**src/rtl/spi_pkg.sv**
```systemverilog
// Shared SPI definitions for the DAC driver and the slave receiver.
package spi_pkg;

  typedef enum logic [1:0] {
    WAIT_HIGH,
    IDLE,
    RECV,
    END
  } rx_state_e;

  localparam int SPI_DATA_WIDTH                = 16;
  localparam int MCLK_CYCLES_PER_SPI_CLK_CYCLE = 8;

endpackage

```
**src/rtl/bit_sync.sv**
```systemverilog
// Multi-stage flop synchronizer for one asynchronous input bit, with a
// configurable reset level.
module bit_sync #(
  parameter int   STAGES  = 2,
  parameter logic RST_VAL = 1'b0
) (
  input  logic mclk,
  input  logic rst,
  input  logic d,
  output logic q
);

  logic [STAGES-1:0] sync_reg;

  always_ff @(posedge mclk) begin
    if (rst) begin
      sync_reg <= {STAGES{RST_VAL}};
    end else begin
      sync_reg <= {sync_reg[STAGES-2:0], d};
    end
  end

  assign q = sync_reg[STAGES-1];

endmodule

```
**src/rtl/spi_slave_rx.sv**
```systemverilog
// SPI slave receiver: captures MSB-first frames framed by cs_n and presents
// each complete frame as one AXI-stream word.
module spi_slave_rx
  import spi_pkg::*;
#(
  parameter int DATA_WIDTH  = SPI_DATA_WIDTH,
  parameter int SYNC_STAGES = 2
) (
  input  logic                  mclk,
  input  logic                  rst,
  input  logic                  cs_n,
  input  logic                  sclk,
  input  logic                  mosi,
  output logic                  m_axis_valid,
  output logic [DATA_WIDTH-1:0] m_axis_data,
  input  logic                  s_axis_ready,
  output logic                  frame_err,
  output logic                  overflow,
  output logic [15:0]           frame_cnt
);

  localparam int CNT_W   = $clog2(DATA_WIDTH + 2);
  localparam int FLUSH_W = $clog2(SYNC_STAGES + 1);
  localparam logic [CNT_W-1:0]   CNT_FULL   = CNT_W'(DATA_WIDTH);
  localparam logic [CNT_W-1:0]   CNT_SAT    = CNT_W'(DATA_WIDTH + 1);
  localparam logic [FLUSH_W-1:0] FLUSH_DONE = FLUSH_W'(SYNC_STAGES);
  // Idle levels per input, bit order {mosi, sclk, cs_n}.
  localparam logic [2:0] SYNC_RST = 3'b011;

  logic [2:0] raw_in;
  logic [2:0] sync_out;
  logic       cs_s, sclk_s, mosi_s;

  assign raw_in = {mosi, sclk, cs_n};

  generate
    for (genvar gi = 0; gi < 3; gi++) begin : g_sync
      bit_sync #(
        .STAGES  (SYNC_STAGES),
        .RST_VAL (SYNC_RST[gi])
      ) u_bit_sync (
        .mclk (mclk),
        .rst  (rst),
        .d    (raw_in[gi]),
        .q    (sync_out[gi])
      );
    end
  endgenerate

  assign cs_s   = sync_out[0];
  assign sclk_s = sync_out[1];
  assign mosi_s = sync_out[2];

  logic cs_d_reg, sclk_d_reg;
  logic sclk_rise, cs_fall, cs_rise;

  assign sclk_rise = sclk_s & ~sclk_d_reg & ~cs_s;
  assign cs_fall   = ~cs_s & cs_d_reg;
  assign cs_rise   = cs_s & ~cs_d_reg;

  rx_state_e             state_reg, state_next;
  logic [DATA_WIDTH-1:0] shift_reg, shift_next;
  logic [CNT_W-1:0]      cnt_reg, cnt_next;
  logic [FLUSH_W-1:0]    flush_reg, flush_next;
  logic                  valid_reg, valid_next;
  logic [DATA_WIDTH-1:0] data_reg, data_next;
  logic [15:0]           frame_cnt_reg, frame_cnt_next;
  logic                  frame_err_reg, frame_err_next;
  logic                  overflow_reg, overflow_next;

  always_ff @(posedge mclk) begin
    if (rst) begin
      cs_d_reg      <= 1'b1;
      sclk_d_reg    <= 1'b1;
      state_reg     <= WAIT_HIGH;
      shift_reg     <= '0;
      cnt_reg       <= '0;
      flush_reg     <= '0;
      valid_reg     <= 1'b0;
      data_reg      <= '0;
      frame_cnt_reg <= '0;
      frame_err_reg <= 1'b0;
      overflow_reg  <= 1'b0;
    end else begin
      cs_d_reg      <= cs_s;
      sclk_d_reg    <= sclk_s;
      state_reg     <= state_next;
      shift_reg     <= shift_next;
      cnt_reg       <= cnt_next;
      flush_reg     <= flush_next;
      valid_reg     <= valid_next;
      data_reg      <= data_next;
      frame_cnt_reg <= frame_cnt_next;
      frame_err_reg <= frame_err_next;
      overflow_reg  <= overflow_next;
    end
  end

  always_comb begin
    state_next     = state_reg;
    shift_next     = shift_reg;
    cnt_next       = cnt_reg;
    flush_next     = flush_reg;
    valid_next     = valid_reg & ~s_axis_ready;
    data_next      = data_reg;
    frame_cnt_next = frame_cnt_reg;
    frame_err_next = 1'b0;
    overflow_next  = 1'b0;
    case (state_reg)
      // The synchronizers restart at idle levels, so cs_s only reflects the
      // pin once they have refilled; judge cs_s only after that.
      WAIT_HIGH: begin
        if (flush_reg != FLUSH_DONE) begin
          flush_next = flush_reg + FLUSH_W'(1);
        end else if (cs_s) begin
          state_next = IDLE;
        end
      end
      IDLE: begin
        if (cs_fall) begin
          shift_next = '0;
          cnt_next   = '0;
          state_next = RECV;
        end
      end
      RECV: begin
        if (cs_rise) begin
          state_next = END;
        end else if (sclk_rise) begin
          shift_next = {shift_reg[DATA_WIDTH-2:0], mosi_s};
          if (cnt_reg != CNT_SAT) begin
            cnt_next = cnt_reg + CNT_W'(1);
          end
        end
      end
      END: begin
        state_next = IDLE;
        if (cnt_reg == CNT_FULL) begin
          if (!valid_reg || s_axis_ready) begin
            data_next      = shift_reg;
            valid_next     = 1'b1;
            frame_cnt_next = frame_cnt_reg + 16'd1;
          end else begin
            overflow_next = 1'b1;
          end
        end else begin
          frame_err_next = 1'b1;
        end
      end
      default: state_next = WAIT_HIGH;
    endcase
  end

  assign m_axis_valid = valid_reg;
  assign m_axis_data  = data_reg;
  assign frame_cnt    = frame_cnt_reg;
  assign frame_err    = frame_err_reg;
  assign overflow     = overflow_reg;

endmodule
```
**config.mk**
```make
export PLATFORM = sky130hd
export DESIGN_NAME = spi_slave_rx
export DESIGN_NICKNAME = d
export VERILOG_FILES = /design/src/rtl/spi_pkg.sv /design/src/rtl/bit_sync.sv /design/src/rtl/spi_slave_rx.sv
export SDC_FILE = /design/constraint.sdc
export NUM_CORES = 1
export LEC_CHECK = 0
export ABC_AREA = 1
export CORE_MARGIN = 2
export CORE_UTILIZATION = 54
export CTS_CLUSTER_DIAMETER = 80
export DETAILED_ROUTE_END_ITERATION = 12
export GPL_TIMING_DRIVEN = 0
export MAX_ROUTING_LAYER = met4
export PLACE_DENSITY = 0.82
export SYNTH_ARGS = -nofsm -noshare
export SYNTH_HDL_FRONTEND = slang
export SYNTH_SLANG_ARGS = --single-unit
```
**constraint.sdc**
```tcl
create_clock -name mclk -period 2.4 [get_ports mclk]
set_clock_uncertainty 0.2 [all_clocks]
set_input_delay 0.6 -clock mclk [delete_from_list [all_inputs] [get_ports mclk]]
set_output_delay 0.6 -clock mclk [all_outputs]
set_load 0.005 [all_outputs]
```
### Word-level counts from Yosys, hierarchy flattened

Cells that the tools add are included.

* $add $sub $neg: 3
* equality and inequality tests: 13
* multiplexer cells: 19
* bitwise operators: 11
* reduce and logical (&&, ||, !) cells: 11

Operators with widths (number)
* $mux 16: 3
* $pmux 16 s2: 1
* $mux 5: 4
* $add 16x1->16 const B: 1
* $ne 2x2->1 const B: 7
* $pmux 5 s2: 1
* $mux 2: 4
* $pmux 2 s4: 1
* $reduce_and 4->1: 2
* $not 1->1: 6
* $add 5x1->5 const B: 1
* $and 1x1->1: 5
* $eq 5x5->1 const B: 1
* $mux 1: 5
* $ne 5x5->1 const B: 1
* $reduce_and 5->1: 1
* $eq 2x2->1 const B: 2
* $reduce_and 3->1: 1
* $reduce_or 3->1: 1
* $add 2x1->2 const B: 1
* $eq 2x1->1 const B: 1
* $logic_not 2->1: 1
* $ne 2x1->1 const B: 1
* $reduce_and 2->1: 1
* 4 further kinds: 4

* flip-flop bits (word level): 68
* bits of input ports: 6
* output and inout bits: 35
* logic and storage cells: 71

### Longest topological paths before layout

Gate-level depths: netlist of run 1.

* word-level depth: 6
* gate-level depth with buffers: 11
* mapped depth without buffers: 11

### Hierarchy

From an unflattened synthesis of run 1, not the netlist that was laid out.

* cells, all modules: 436
* area total of the unflattened synthesis: 3052.9 µm²

Modules (own cells, without submodules)
* spi_slave_rx: instances 1, cells an instance 416, area each 2880.3 µm², sequential area each 1241.2 µm²
* bit_sync (g_sync[0].u_bit_sync ...): instances 2, cells an instance 7, area each 58.8 µm², sequential area each 40.0 µm²
* bit_sync (g_sync[2].u_bit_sync): instances 1, cells an instance 6, area each 55.1 µm², sequential area each 40.0 µm²

### Least setup slack after synthesis of run 1

Ideal clock, no wire load.

* path kind: flip-flop to flip-flop
* start: register state_reg[0]
* end: register shift_reg[10]
* library setup time: 0.128 ns
* data arrival time: 1.412 ns
* required time: 2.072 ns
* path slack: 0.661 ns
* cell stages (with the launch flop): 11
* buffers on the path: 2
* clock period less this slack: 1.739 ns
* cells stage by stage: dfxtp_1 > inv_1 > ha_1 > buf_2 > inv_1 > nand2_1 > nand2_2 > buf_2 > nand3_1 > nand2_1 > nor2_1

* longest elaborated chain between the ends: 3
* elaborated cells on any way between the ends: 8
* classes of those cells: 5 x eq/ne; 1 x mux; 2 x reduce/logical

Ends and longest elaborated chain
* from (decl): RTL line spi_slave_rx.sv:61 `rx_state_e state_reg, state_next;`
* from (signal assigned): RTL line spi_slave_rx.sv:87 `state_reg <= state_next;`
* $eq 2x2->1 / $eq 2x1->1 (equally long branches): RTL line spi_slave_rx.sv:109 `case (state_reg)`
* $ne 2x2->1 (no source line) / $reduce_bool 2->1 (equally long branches)
* $reduce_and 4->1 (no source line)
* to (signal assigned): RTL line spi_slave_rx.sv:88 `shift_reg <= shift_next;`
* to (decl): RTL line spi_slave_rx.sv:62 `logic [DATA_WIDTH-1:0] shift_reg, shift_next;`

Parallel ways exist; a longest one is shown, timed or not.
A chain may end at the register's enable or synchronous reset.

### Worst setup path after layout of run 1

* start: register frame_cnt_reg[2], in the netlist frame_cnt[2]
* end: output frame_cnt[2]

RTL lines
* from (decl): RTL line spi_slave_rx.sv:67 `logic [15:0] frame_cnt_reg, frame_cnt_next;`
* from (signal assigned): RTL line spi_slave_rx.sv:93 `frame_cnt_reg <= frame_cnt_next;`
* to (decl): RTL line spi_slave_rx.sv:19 `output logic [15:0] frame_cnt`

No word-level cell between the ends.

==> results of run 1 <==
-- cell families after synthesis --
kind of cell	Yosys count	share of synthesized area, %
xor+xnor	1	0.286
buf+inv	67	9.41
flops	68	44.5
fa+ha+maj	10	4.09
compound gates	61	10.6
simple gates	216	31.1
-- worst max-delay path by stage --
stage	start	to
2_1_floorplan	state_reg[0]$_SDFFE_PP0P_	shift_reg[10]$_SDFFE_PP0P_
3_3_place_gp	rst	m_axis_data[15]$_SDFFE_PP0P_
3_5_place_dp	rst	state_reg[1]$_SDFFE_PP0P_
4_1_cts	frame_cnt[2]$_SDFFE_PP0P_	frame_cnt[2]
5_1_grt	rst	state_reg[1]$_SDFFE_PP0P_
6_report	frame_cnt[2]$_SDFFE_PP0P_	frame_cnt[2]
-- layer usage --
metal	vias up	global-route usage, %	wire, um
met5	-	-	0
met2	75	40.3	3210
met4	0	8.62	99
met3	13	6.25	434
met1	1288	28.4	2960
li1	1448	-	-
-- stage by stage --
step                cell area [um2]  TNS [ps]  total power [W]  hold slack [ps]
floorplan                      3060         0          0.00209              188
global placement               3550         0          0.00226              191
detailed placement             3550     -8.67          0.00230              194
CTS                            3750         0          0.00325              209
global route                   3750         0          0.00347              227
finish                         3750         0          0.00324              208
-- final cells by class --
type | instances | share of cell area (%)
repair buffers | 40 | 10.7
plain buffers | 18 | 2.77
multi-input cells | 288 | 37.6
flip-flops and latches | 68 | 36.3
inverters | 49 | 4.90
well taps | 72 | 2.40
clock inverters | 4 | 1.27
clock buffers | 12 | 4.13
-- power by group through the flow --
stage	Clock (W)	Sequential (W)	Combinational (W)
3_3_place_gp	0	0.00134	0.000924
3_5_place_dp	0	0.00135	0.000954
2_1_floorplan	0	0.00133	0.000761
6_report	0.000955	0.00132	0.000962
5_1_grt	0.00102	0.00133	0.00112
4_1_cts	0.000974	0.00132	0.000961
-- cells in the mapped netlist, drive strengths merged --
| cell type | instances |
|---|---|
| nand2 | 105 |
| dfxtp | 68 |
| nor2 | 52 |
| inv | 48 |
| nand3 | 39 |
| a21oi | 32 |
| o21ai | 26 |
| buf | 12 |
| ha | 10 |
| nand4 | 8 |
| clkbuf | 6 |
| or2 | 5 |
| nor3 | 4 |
| nand3b | 2 |
| o21bai | 2 |
| a311oi | 1 |
| clkinv | 1 |
| nor3b | 1 |
| xor2 | 1 |
==> impl_metrics.yaml, run 1 <==
place:
  post-place-ws_ps: -8.67
  placed_cells: 535
  io_buffers: 40
  dp_hpwl_um: 4690
  place_congestion: 0.868
clock_network:
  cts_setup_buffers: 0
  clk_latency_ps: 350
  cts.path.max_buffers: 2
  cts_root_buf: "clkbuf_8"
  cts_sinks: 68
  htreeDepth: 3
  cts_resized: 0
  clk_pin_slew_ps: 70
  ctsHoldBuffers: 0
  cts_tree: "yes"
  cts_buffers: 9
sta:
  max_clock_freq_mhz: 469
  hold_viol_final: 0
  setup_slack_ps: 267
  period_minus_slack_ps: 2130
  period_share_pct: 88.9
  finalMaxSlewViolations: 0
  worstMarginPinSlew_ps: 570
  rsz0062_at_grt: "no"
  setup_viol: 0
  slew-limit-headroom_pct: 62.0
final_layout:
  n_fill_cell: 463
  final_common_cell: "nand2_1"
  layout.nets: 490
  drive_gt1_share_pct: 8.14
  antenna_cells: 0
  area_growth_pct: 22.7
  multi_input_area_um2: 1410
  final_core_util_pct: 68.6
  layout.cells.non_filler: 551
  mostFrequentLayoutCells: "102 x nand2_1, 68 x dfxtp_1, 50 x nor2_1"
  seq_area_um2: 1360
power:
  vdd_drop_max_mv: 0.555
  netSwitchingFraction_pct: 34.1
  p_per_area_nw_per_um2: 863
  p_comb_share_pct: 29.7
  power_frac_clock_pct: 29.5
  intPower_w: 0.00213
  switching_power_w: 0.00110
  leakage_nw: 1.61
  power_frac_seq_pct: 40.8
route:
  drtAntennaViolNets: 0
  drtIter0Drc: 156
  routedWlPerCell_um: 12.2
  drc: 0
  vias: 2824
  finalWirelength_um: 6700
  first_pass_iters: 5
  drt-vias-per-instance: 5.13
die:
  num_rows: 27
  coreArea_um2: 5470
  initial_core_util_pct: 55.9
  ios: 41
  die_w_um: 79.3
  die_y_um: 79.3
  die-area_um2: 6280
yosys:
  netlist_instances: 423
  seq_area_frac_synth_pct: 44.5
  syn-cell-area_um2: 3060
  syn_avg_cell_area_um2: 7.23
  synth_nets: 439
  yosys-top-cells-area: "dfxtp_1 44%, nand2_1 13%, nand3_1 6.4%"
  ys_types: 30
  synth.largest_area_cell: "dfxtp_1"
  ys_seq_elements: 68
  yosys_warnings: 0
  synth_top_area_share_pct: 44.5
worst_setup_path:
  worstSetupPathType: "reg2out"
  crit_required_ps: 1600
  cp-start-kind: "flip-flop"
  cp_max_fo: 7
  crit_path_max_incr_delay_ps: 540
  cpLargestDelayFamily: "buffers and inverters"
  worstSetupPathDepth: 1
  crit_chain: "clkdlybuf4s50_1"
  reg2reg_slack_ps: 390
  worstPathArrival_ps: 1330
  reg2regPathDepth: 10
  crit_buf_inv: 1
  worstReg2RegStart: "state_reg[0]$_SDFFE_PP0P_"
  crit_slowest_cell: "clkdlybuf4s50_1"
  critPathCaptureType: "output pin"
  rr_endpoint: "shift_reg[6]$_SDFFE_PP0P_"
grt:
  overflow: 0
  groute.usage.overall_pct: 24.2
  antenna_found_initial: 0
  grt_pass1_vias: 2626
  grt_max_degree: 12
  grt_pass1_wl_um: 11500
job:
  max_cap_viol_count: 0
run_status:
  outcome: "complete, no violations"
hold_path:
  timing.hold.worst.start: "g_sync[0].u_bit_sync.sync_reg[0]$_SDFF_PP1_"
  hold_depth: 1
  min_to: "g_sync[0].u_bit_sync.sync_reg[1]$_SDFF_PP1_"
  min_path_type: "reg2reg"
Note: power is estimated with default switching activity, not from simulation.
==> inputs of run 2 (changes only) <==
--- a/config.mk
+++ b/config.mk
@@ -5,7 +5,6 @@
 export SDC_FILE = /design/constraint.sdc
 export NUM_CORES = 1
 export LEC_CHECK = 0
-export ABC_AREA = 1
 export CORE_MARGIN = 2
 export CORE_UTILIZATION = 54
 export CTS_CLUSTER_DIAMETER = 80
@@ -13,6 +12,7 @@
 export GPL_TIMING_DRIVEN = 0
 export MAX_ROUTING_LAYER = met4
 export PLACE_DENSITY = 0.82
+export SLEW_MARGIN = 20
 export SYNTH_ARGS = -nofsm -noshare
 export SYNTH_HDL_FRONTEND = slang
 export SYNTH_SLANG_ARGS = --single-unit
==> run 2 against run 1 <==
Compared with the run above: critical path type is now in2reg; largest cell class unchanged; critical endpoint is now frame_cnt[8]$_SDFFE_PP0P_; first-iteration DRC count decreased by 40%; critical path depth grew 5; highest routed layer unchanged; maximum frequency shrank 8.1%.
==> impl_metrics.yaml, run 2 <==
worst_setup_path:
  reg2reg_slack_ps: 120
  worstSetupPathType: "in2reg"
  crit_chain: "clkdlybuf4s50_1 -> nor2b_1 -> or4b_1 -> buf_4 -> or4_1 -> a21oi_1"
  cp_max_fo: 8
  cpLargestDelayFamily: "simple AND/OR/NAND/NOR gates"
  crit_buf_inv: 2
  crit_slowest_cell: "or4b_1"
  worstReg2RegStart: "cnt_reg[0]$_SDFFE_PP0P_"
  reg2regPathDepth: 7
  critPathCaptureType: "flip-flop"
  worstPathArrival_ps: 2390
  rr_endpoint: "frame_cnt[8]$_SDFFE_PP0P_"
  cp-start-kind: "primary input"
  worstSetupStartpoint: "s_axis_ready"
  crit_path_max_incr_delay_ps: 530
  crit_required_ps: 2470
route:
  drtIter0Drc: 94
  drc: 0
  routedWlPerCell_um: 13.5
  drtAntennaViolNets: 0
  vias: 2376
  drt-vias-per-instance: 5.50
  finalWirelength_um: 5830
  first_pass_iters: 5
final_layout:
  antenna_cells: 0
  layout.nets: 373
  area_growth_pct: 25.7
  drive_gt1_share_pct: 9.94
  fin_area_um2: 3580
  n_fill_cell: 415
  final_common_cell: "dfxtp_1"
  mostFrequentLayoutCells: "68 x dfxtp_1, 39 x clkdlybuf4s50_1, 30 x a21oi_1"
sta:
  rsz0062_at_grt: "no"
  period_share_pct: 96.8
  max_clock_freq_mhz: 431
  setup_tns_ps: 0
  hold_viol_final: 0
  setup_viol: 0
  slew-limit-headroom_pct: 60.1
  finalMaxSlewViolations: 0
  worstMarginPinSlew_ps: 593
  whs_ps: 211
  period_minus_slack_ps: 2320
hold_path:
  hold_depth: 1
  timing.hold.worst.start: "g_sync[0].u_bit_sync.sync_reg[0]$_SDFF_PP1_"
  min_to: "g_sync[0].u_bit_sync.sync_reg[1]$_SDFF_PP1_"
  min_path_type: "reg2reg"
die:
  die_w_um: 76.6
  ios: 41
  die_y_um: 76.6
  num_rows: 26
  die-area_um2: 5870
  initial_core_util_pct: 55.8
  coreArea_um2: 5110
power:
  vdd_drop_max_mv: 0.421
  leakage_nw: 1.32
  p_per_area_nw_per_um2: 713
yosys:
  synth_top_area_share_pct: 47.8
  seq_area_frac_synth_pct: 47.8
  yosys-top-cells-area: "dfxtp_1 48%, mux2i_1 6.3%, a21oi_1 5.3%"
  syn-cell-area_um2: 2850
  synth.most_common_cell: "dfxtp_1"
  ys_seq_elements: 68
  synth-main-ff-cell: "dfxtp_1"
  synth.largest_area_cell: "dfxtp_1"
  async_flop_share_pct: 0
  synth_nets: 324
  syn_avg_cell_area_um2: 9.25
  synth_edf_count: 0
  netlist_instances: 308
  ys_types: 44
  yosys_warnings: 0
  synthTopCellsByCount: "68 x dfxtp_1, 30 x a21oi_1, 26 x nor2_1"
clock_network:
  ctsHoldBuffers: 0
  cts_buffers: 9
  cts_tree: "yes"
  cts_sinks: 68
  clk_latency_ps: 340
  cts_root_buf: "clkbuf_8"
  cts.path.max_buffers: 2
  cts_setup_buffers: 0
  htreeDepth: 3
  clk_pin_slew_ps: 70
run_status:
  outcome: "complete, no violations"
grt:
  grt_pass1_vias: 2189
  antenna_found_initial: 0
  grt_pass1_wl_um: 9840
  overflow: 0
  groute.usage.overall_pct: 21.4
  grt_max_degree: 12
place:
  io_buffers: 39
  dp_hpwl_um: 4060
  place_congestion: 0.823
  placed_area_um2: 3330
job:
  max_cap_viol_count: 0
## run 2: cell types whose count changed after synthesis, moves of 6 or more
cell / previous run / this run
inv_1: 47 / 11
o21ai_0: 24 / 6
mux2i_1: 0 / 18
nor2b_1: 0 / 6
o31ai_1: 0 / 9
nand2_1: 102 / 24
clkbuf_1: 6 / 13
nand3_1: 39 / 23
or4_1: 0 / 7
nor2_1: 50 / 26
## run 2: layer usage
layer / wire, um / global-route usage [%]
met4: 125 / 9.27
met1: 2720 / 27.1
met3: 298 / 5.33
met5: 0 / -
met2: 2680 / 32.6
## run 2: worst max path at each step
stage | to | slack (ps) | cells after the start
after global placement | frame_cnt[14]$_SDFFE_PP0P_ | -250 | 6
final | frame_cnt[8]$_SDFFE_PP0P_ | 80 | 6
after CTS | shift_reg[11]$_SDFFE_PP0P_ | 20 | 8
after floorplan | state_reg[0]$_SDFFE_PP0P_ | 180 | 7
after detailed placement | frame_cnt[14]$_SDFFE_PP0P_ | -260 | 6
after global routing | frame_cnt[10]$_SDFFE_PP0P_ | 8 | 6
## run 2: layout make-up
| cell class | instances | area [um2] | area share [%] |
|---|---|---|---|
| buffer | 17 | 83.8 | 2.34 |
| inverter | 11 | 41.3 | 1.15 |
| clock inverter | 4 | 72.6 | 2.03 |
| tap | 70 | 87.6 | 2.44 |
| timing repair buffer | 39 | 390 | 10.9 |
| clock buffer | 12 | 145 | 4.05 |
| multi-input combinational | 211 | 1400 | 39.1 |
| sequential | 68 | 1360 | 38.0 |
## run 2: power breakdown
group | switching, W | internal, W
clock | 0.000422 | 0.000613
sequential | 0.0000229 | 0.00116
combinational | 0.000205 | 0.000130
## run 2: cells by family after synthesis
logic type                 count (synthesis)  synth area share (%)
xor gates and xnor gates                   6                  1.84
DFF                                       68                  47.8
AOI/OAI and AO/OA                         60                  13.2
and+or+nand+nor                          117                  22.2
muxes                                     18                  6.32
buffers and inverters                     29                  4.22
adders and majority gates                 10                  4.39
## run 2: worst reg2reg max path: cells and delay by family, from the launching register on
| family | cells | cell delay [ps] |
|---|---|---|
| DFF | 1 | 360 |
| and+or+nand+nor | 3 | 1060 |
| AOI/OAI and AO/OA | 1 | 150 |
| buffers and inverters | 2 | 290 |
| adders and majority gates | 1 | 150 |
## run 2: metrics by stage
| stage | worst slack (ps) | utilization [%] | cells | power (W) |
|---|---|---|---|---|
| 6_report | 77.7 | 70.1 | 432 | 0.00255 |
| 5_1_grt | 7.70 | 70.1 | 432 | 0.00267 |
| 4_1_cts | 21.2 | 69.5 | 433 | 0.00254 |
| 3_5_place_dp | -264 | 65.1 | 417 | 0.00151 |
| 3_3_place_gp | -253 | 65.1 | 417 | 0.00150 |
| 2_1_floorplan | 185 | - | 308 | 0.00144 |
## run 2: what timing repair did
action                                  4_1_cts  5_1_grt
resized for setup                             2       14
pin swaps                                     1        1
endpoints found under the setup margin       12       24
